[config.mk]
export PLATFORM = sky130hd
export DESIGN_NAME = imem_loader
export DESIGN_NICKNAME = d
export VERILOG_FILES = /design/src/rtl/imem_loader_pkg.sv /design/src/rtl/imem_loader.sv
export SDC_FILE = /design/constraint.sdc
export NUM_CORES = 1
export LEC_CHECK = 0
export ABC_AREA = 1
export CAP_MARGIN = 0
export CELL_PAD_IN_SITES_DETAIL_PLACEMENT = 1
export CELL_PAD_IN_SITES_GLOBAL_PLACEMENT = 1
export CORE_AREA = 2 2 127 104
export CTS_BUF_LIST = sky130_fd_sc_hd__clkbuf_4 sky130_fd_sc_hd__clkbuf_8
export DETAILED_ROUTE_END_ITERATION = 16
export DIE_AREA = 0 0 129 106
export PLACE_DENSITY_LB_ADDON = 0.1
export SLEW_MARGIN = 10
export SYNTH_ARGS = -nofsm -noshare
export SYNTH_HDL_FRONTEND = slang
export SYNTH_SLANG_ARGS = --single-unit
[constraint.sdc]
create_clock -name clk -period 2 [get_ports clk]
set_clock_uncertainty 0.05 [all_clocks]
set_input_delay 0.2 -clock clk [delete_from_list [all_inputs] [get_ports clk]]
set_output_delay 0.2 -clock clk [all_outputs]
set_load 0.05 [all_outputs]
[src/rtl/imem_loader_pkg.sv]
// Shared types and constants for the instruction-memory byte-stream loader.
package imem_loader_pkg;

  localparam int IMEM_ADDR_W = 10;
  localparam int MEM_DEPTH   = 1 << IMEM_ADDR_W;

  typedef enum logic [1:0] {
    IDLE,
    LOAD,
    CHECK
  } state_t;

  // Running checksum is a plain modulo-256 byte sum.
  function automatic logic [7:0] csum_add(input logic [7:0] sum, input logic [7:0] b);
    return sum + b;
  endfunction

endpackage

[src/rtl/imem_loader.sv]
// Packs a big-endian byte stream into 32-bit words, writes them to consecutive
// instruction-memory addresses and closes the load with a checksum byte.
module imem_loader
  import imem_loader_pkg::*;
#(
  parameter int ADDR_W = IMEM_ADDR_W,
  parameter int DATA_W = 32
) (
  input  logic              clk,
  input  logic              rst_n,
  input  logic              start,
  input  logic [ADDR_W-1:0] load_base,
  input  logic [ADDR_W:0]   word_count,
  input  logic              byte_valid,
  input  logic [7:0]        byte_data,
  output logic              byte_ready,
  output logic              wr_en,
  output logic [ADDR_W-1:0] wr_addr,
  output logic [DATA_W-1:0] wr_data,
  output logic              cpu_hold,
  output logic              busy,
  output logic              done,
  output logic              err
);

  localparam logic [ADDR_W:0] DEPTH = {1'b1, {ADDR_W{1'b0}}};

  state_t            state;
  logic [ADDR_W-1:0] cur_addr;
  logic [ADDR_W:0]   words_left;
  logic [1:0]        byte_cnt;
  logic [DATA_W-9:0] shift_reg;
  logic [7:0]        csum;
  logic              fire;

  // byte_ready is a registered copy of "state is LOAD or CHECK".
  assign fire = byte_valid && byte_ready;

  always_ff @(posedge clk or negedge rst_n) begin
    if (!rst_n) begin
      state      <= IDLE;
      cur_addr   <= '0;
      words_left <= '0;
      byte_cnt   <= '0;
      shift_reg  <= '0;
      csum       <= '0;
      byte_ready <= 1'b0;
      wr_en      <= 1'b0;
      wr_addr    <= '0;
      wr_data    <= '0;
      cpu_hold   <= 1'b0;
      busy       <= 1'b0;
      done       <= 1'b0;
      err        <= 1'b0;
    end else begin
      wr_en <= 1'b0;
      done  <= 1'b0;
      // CPU is released one cycle after the done pulse; a new start below overrides.
      if (done) cpu_hold <= 1'b0;

      case (state)
        IDLE: begin
          if (start) begin
            cur_addr   <= load_base;
            words_left <= word_count;
            byte_cnt   <= '0;
            csum       <= '0;
            err        <= 1'b0;
            cpu_hold   <= 1'b1;
            if (word_count == '0) begin
              done <= 1'b1;
            end else if (word_count > DEPTH) begin
              done <= 1'b1;
              err  <= 1'b1;
            end else begin
              state      <= LOAD;
              busy       <= 1'b1;
              byte_ready <= 1'b1;
            end
          end
        end

        LOAD: begin
          if (fire) begin
            csum <= csum_add(csum, byte_data);
            if (byte_cnt == 2'd3) begin
              wr_en      <= 1'b1;
              wr_addr    <= cur_addr;
              wr_data    <= {shift_reg, byte_data};
              cur_addr   <= cur_addr + ADDR_W'(1);
              words_left <= words_left - (ADDR_W+1)'(1);
              byte_cnt   <= '0;
              if (words_left == (ADDR_W+1)'(1)) state <= CHECK;
            end else begin
              shift_reg <= {shift_reg[DATA_W-17:0], byte_data};
              byte_cnt  <= byte_cnt + 2'd1;
            end
          end
        end

        CHECK: begin
          if (fire) begin
            state      <= IDLE;
            busy       <= 1'b0;
            byte_ready <= 1'b0;
            done       <= 1'b1;
            err        <= (byte_data != csum);
          end
        end

        default: state <= IDLE;
      endcase
    end
  end

endmodule

==> reports/metrics.sh, run 1 <==
STATUS='completed'
RSZ0062_AT_GRT='true'
TIMING.MAX_SLEW.REL_SLACK=0.629
CRIT_PATH_START_KIND='flip-flop'
AVERAGE_FOOTPRINT_OF_A_SYNTHESIZED_CELL_SQ_UM=8.18
DR_TOTAL_VIAS=4240
FILLER_CELL_COUNT=1534
FINAL.SETUP.TNS_PS=0
CRIT_PATH_START='busy'
WORST_R2R_ENDPOINT='words_left[7]'
AREA_OCCUPIED_BY_MULTI_INPUT_GATES_SQ_UM=1990
PLACE.GP.CONGESTION=0.761
HP-CLASS='in2async'
SYNTH_WARNINGS=0
SYNTH_MOST_COMMON_CELL='sky130_fd_sc_hd__nand2_1'
WORSTREG2REGSTART='state[1]'
MAXIMUM_NUMBER_OF_PINS_ON_ONE_NET_BEFORE_GLOBAL_ROUTE_REPAIR=59
OVERFLOW=0
IOPINCOUNT=81
CTS.CLK_SLEW.WORST_PATHS_PS=110
P_LEAK_nW=2.96
HOLD_VIOL_FINAL=0
POST_DRT_VIA_CELL_RATIO=4.85
SYNTH.AREA.TOP_CELLS='sky130_fd_sc_hd__dfrtp_1 (52%), sky130_fd_sc_hd__nand2_1 (14%), sky130_fd_sc_hd__o21ai_0 (6.6%), sky130_fd_sc_hd__inv_1 (4.5%), sky130_fd_sc_hd__nor2_1 (3.2%)'
CLOCK_SINK_COUNT=104
NNETSFINAL=739
CLOCKROOTBUFFER='sky130_fd_sc_hd__clkbuf_8'
SYNTH_SEQ_AREA_SHARE=0.522
CAP_VIOLATIONS=0
SYNTH_COMMON_CELLS='sky130_fd_sc_hd__nand2_1 (189), sky130_fd_sc_hd__dfrtp_1 (104), sky130_fd_sc_hd__o21ai_0 (66), sky130_fd_sc_hd__inv_1 (60), sky130_fd_sc_hd__nor2_1 (43)'
DIEWIDTH_UM=129
YOSYS.AREA.TOP_TYPE_SHARE=0.522
CLOCK.FMAX_MHz=539
LARGEST_REGISTER_FFS=32
POSTROUTEANTENNANETS=0
YS_FF_LATCH=104
GRT_ANTENNA_BEFORE_REPAIR=0
ENDPOINT='busy'
CP.REQUIRED_PS=1750
FIN_CRIT_SH=0.927
FLOORPLAN.DIE.HEIGHT_UM=106
PATH_CELLS='clkdlybuf4s50_1'
DP.FINAL_HPWL_MM=9.18
FINAL_LAYOUT_SIZE_SUFFIX_GT1_FRAC=0.0687
CTS_MAX_PATH_BUFFERS=2
TIMING.CRITICAL_PATH.DEPTH=1
LAYOUT_MIN_CYCLE_TIME_PS=1850
MAX_STAGE_DELAY_PS=820
FINALSETUPVIOLCOUNT=0
GRT_PASS1_VIAS=4476
CRITICAL_PATH_PEAK_FANOUT=4
INITIAL_CORE_UTIL=0.397
WORST_SETUP_END_KIND='primary output'
CPMAXSTAGEDELAYCELL='sky130_fd_sc_hd__clkdlybuf4s50_1'
NUMPORTBUFFERS=80
SYNTHFLOPTYPE='sky130_fd_sc_hd__dfrtp_1'
IR_WORST_VDD_uV=776
SYN-NUM-NETS=654
SYNTH_EDF_COUNT=0
ASYNC_SET_OR_RESET_REGISTER_RATIO_AFTER_SYNTHESIS=1.00
PLACEMENT_ROWS=37
SYN_AREA_SQ_UM=4980
COREAREA_SQ_UM=12500
NUMBER_OF_H_TREE_LEVELS=3
SYNTH_CELLS=609
SLEW_VIOL_FINAL=0
DIODES=0
WL_PER_CELL_UM=14.3
CTS_INSERTED_BUFFERS=9
TIMING.CRITICAL_PATH.BUF_INV=1
SYNTHDOMINANTAREACELLTYPE='sky130_fd_sc_hd__dfrtp_1'
DETAILEDROUTE.FIRSTITERATIONVIOLATIONS=182
LAYOUT.AREA.SEQ_SQ_UM=2600
CLK_LATENCY_PS=370
PLACE_INST=855
GRT_UTIL_ALL_LAYERS=0.197
CRITPATHTOPFAMILY='buffers and inverters'
STDCELL_COUNT=874
CELLPOWERDENSITY_nW_PER_UM2=1420
SUM_OF_ROUTED_WIRE_LENGTH_OVER_ALL_LAYERS_MM=12.5
SYNTH.LIB_CELLS_USED.DISTINCT=34
SETUP.REG_TO_REG.WORST_SLACK_PS=180
WORST_SLACK_PS=146
AREA.GROWTH.SYNTH_TO_FINAL_PCT=24.4
DRT_PASS1_ITERATIONS=4
GRT_FIRST_PASS_WIRELENGTH_MM=21.6
PLACE_WS_PS=38.5
DRC=0
TIGHTEST_SLEW_PS=554
CTS_TREE='yes'
FP.DIEAREA_SQ_UM=13700
CRITPATHARRIVALTIME_PS=1600
CRITICALPATHCATEGORY='reg2out'
FF2FF_PATH_DEPTH=8
[cell type report]
cell class | count | area share
Sequential cell | 104 | 0.420
Multi-Input combinational cell | 418 | 0.321
Timing Repair Buffer | 97 | 0.154
Inverter | 64 | 0.0388
Tap cell | 175 | 0.0353
Clock buffer | 10 | 0.0212
Clock inverter | 6 | 0.00969
[where the power goes]
part / internal [W] / leakage [nW] / switching, W
clock network: 0.000503 / 0.100 / 0.000801
logic: 0.00142 / 1.50 / 0.00273
registers: 0.00283 / 1.36 / 0.000501
[through the flow]
stage / utilization / total power (W) / hold WS (ps) / cell area, sq um
after floorplan: - / 0.00619 / -146 / 4980
after global placement: 0.477 / 0.00734 / 119 / 5980
after detailed placement: 0.477 / 0.00753 / 116 / 5980
after CTS: 0.493 / 0.00888 / 249 / 6180
after global routing: 0.494 / 0.00953 / 260 / 6200
final: 0.494 / 0.00878 / 246 / 6200
[how the worst min path moves through the flow]
stage | from | endpoint | slack (ps) | cells past startpoint
2_1_floorplan | rst_n | busy | -150 | 0
3_3_place_gp | rst_n | wr_addr[0] | 120 | 1
3_5_place_dp | rst_n | wr_addr[0] | 120 | 1
4_1_cts | rst_n | wr_addr[0] | 250 | 2
5_1_grt | rst_n | wr_addr[0] | 260 | 2
6_report | rst_n | wr_addr[0] | 250 | 2
[metal layers]
metal	wire length [um]	part of all wire	vias to the layer above	track usage
met5	0	0	-	0
met4	159	0.013	0	0.0474
met3	363	0.029	12	0.0332
met2	5770	0.46	68	0.322
met1	6200	0.50	2040	0.275
li1	-	-	2120	-
[timing repair]
item                       4_1_cts  5_1_grt
hold buffers                     1        0
setup endpoints to repair        0        2
buffers inserted                 0        2
gates resized for setup          0        0
hold endpoints to repair        29        0
[cells by family after synthesis]
logic type | after synthesis | synth area share
and+or+nand+nor | 284 | 0.235
AOI/OAI and AO/OA | 117 | 0.124
DFF | 104 | 0.522
buffers and inverters | 87 | 0.0778
adders and majority gates | 12 | 0.0316
xor gates and xnor gates | 5 | 0.00879
[cell usage in the layout (no fill, tap or decap), types with 11 or more instances in the layout]
master                            Yosys  routed
sky130_fd_sc_hd__inv_1               60      60
sky130_fd_sc_hd__nand3_1             27      27
sky130_fd_sc_hd__nor2_1              43      43
sky130_fd_sc_hd__o21ai_0             66      66
sky130_fd_sc_hd__o21ai_1             20      20
sky130_fd_sc_hd__dfrtp_1            104     104
sky130_fd_sc_hd__buf_4                3      15
sky130_fd_sc_hd__a21oi_1             16      16
sky130_fd_sc_hd__nand2_1            189     189
sky130_fd_sc_hd__clkdlybuf4s50_1      0      79
sky130_fd_sc_hd__ha_1                11      11
No activity file was read; power rests on OpenSTA's default activity.
==> run 2: changes to the inputs <==
--- a/config.mk
+++ b/config.mk
@@ -6,7 +6,8 @@
 export NUM_CORES = 1
 export LEC_CHECK = 0
 export ABC_AREA = 1
-export CAP_MARGIN = 0
+export ABC_CLOCK_PERIOD_IN_PS = 2000
+export CAP_MARGIN = 20
 export CELL_PAD_IN_SITES_DETAIL_PLACEMENT = 1
 export CELL_PAD_IN_SITES_GLOBAL_PLACEMENT = 1
 export CORE_AREA = 2 2 127 104
==> results of run 2 <==
Final layout, timing and power as in run 1 (identical DEF).
==> run 3: changes to the inputs <==
--- a/config.mk
+++ b/config.mk
@@ -12,6 +12,7 @@
 export CELL_PAD_IN_SITES_GLOBAL_PLACEMENT = 1
 export CORE_AREA = 2 2 127 104
 export CTS_BUF_LIST = sky130_fd_sc_hd__clkbuf_4 sky130_fd_sc_hd__clkbuf_8
+export CTS_CLUSTER_SIZE = 40
 export DETAILED_ROUTE_END_ITERATION = 16
 export DIE_AREA = 0 0 129 106
 export PLACE_DENSITY_LB_ADDON = 0.1
==> results of run 3 <==
Final layout, timing and power as in run 1 (identical DEF).
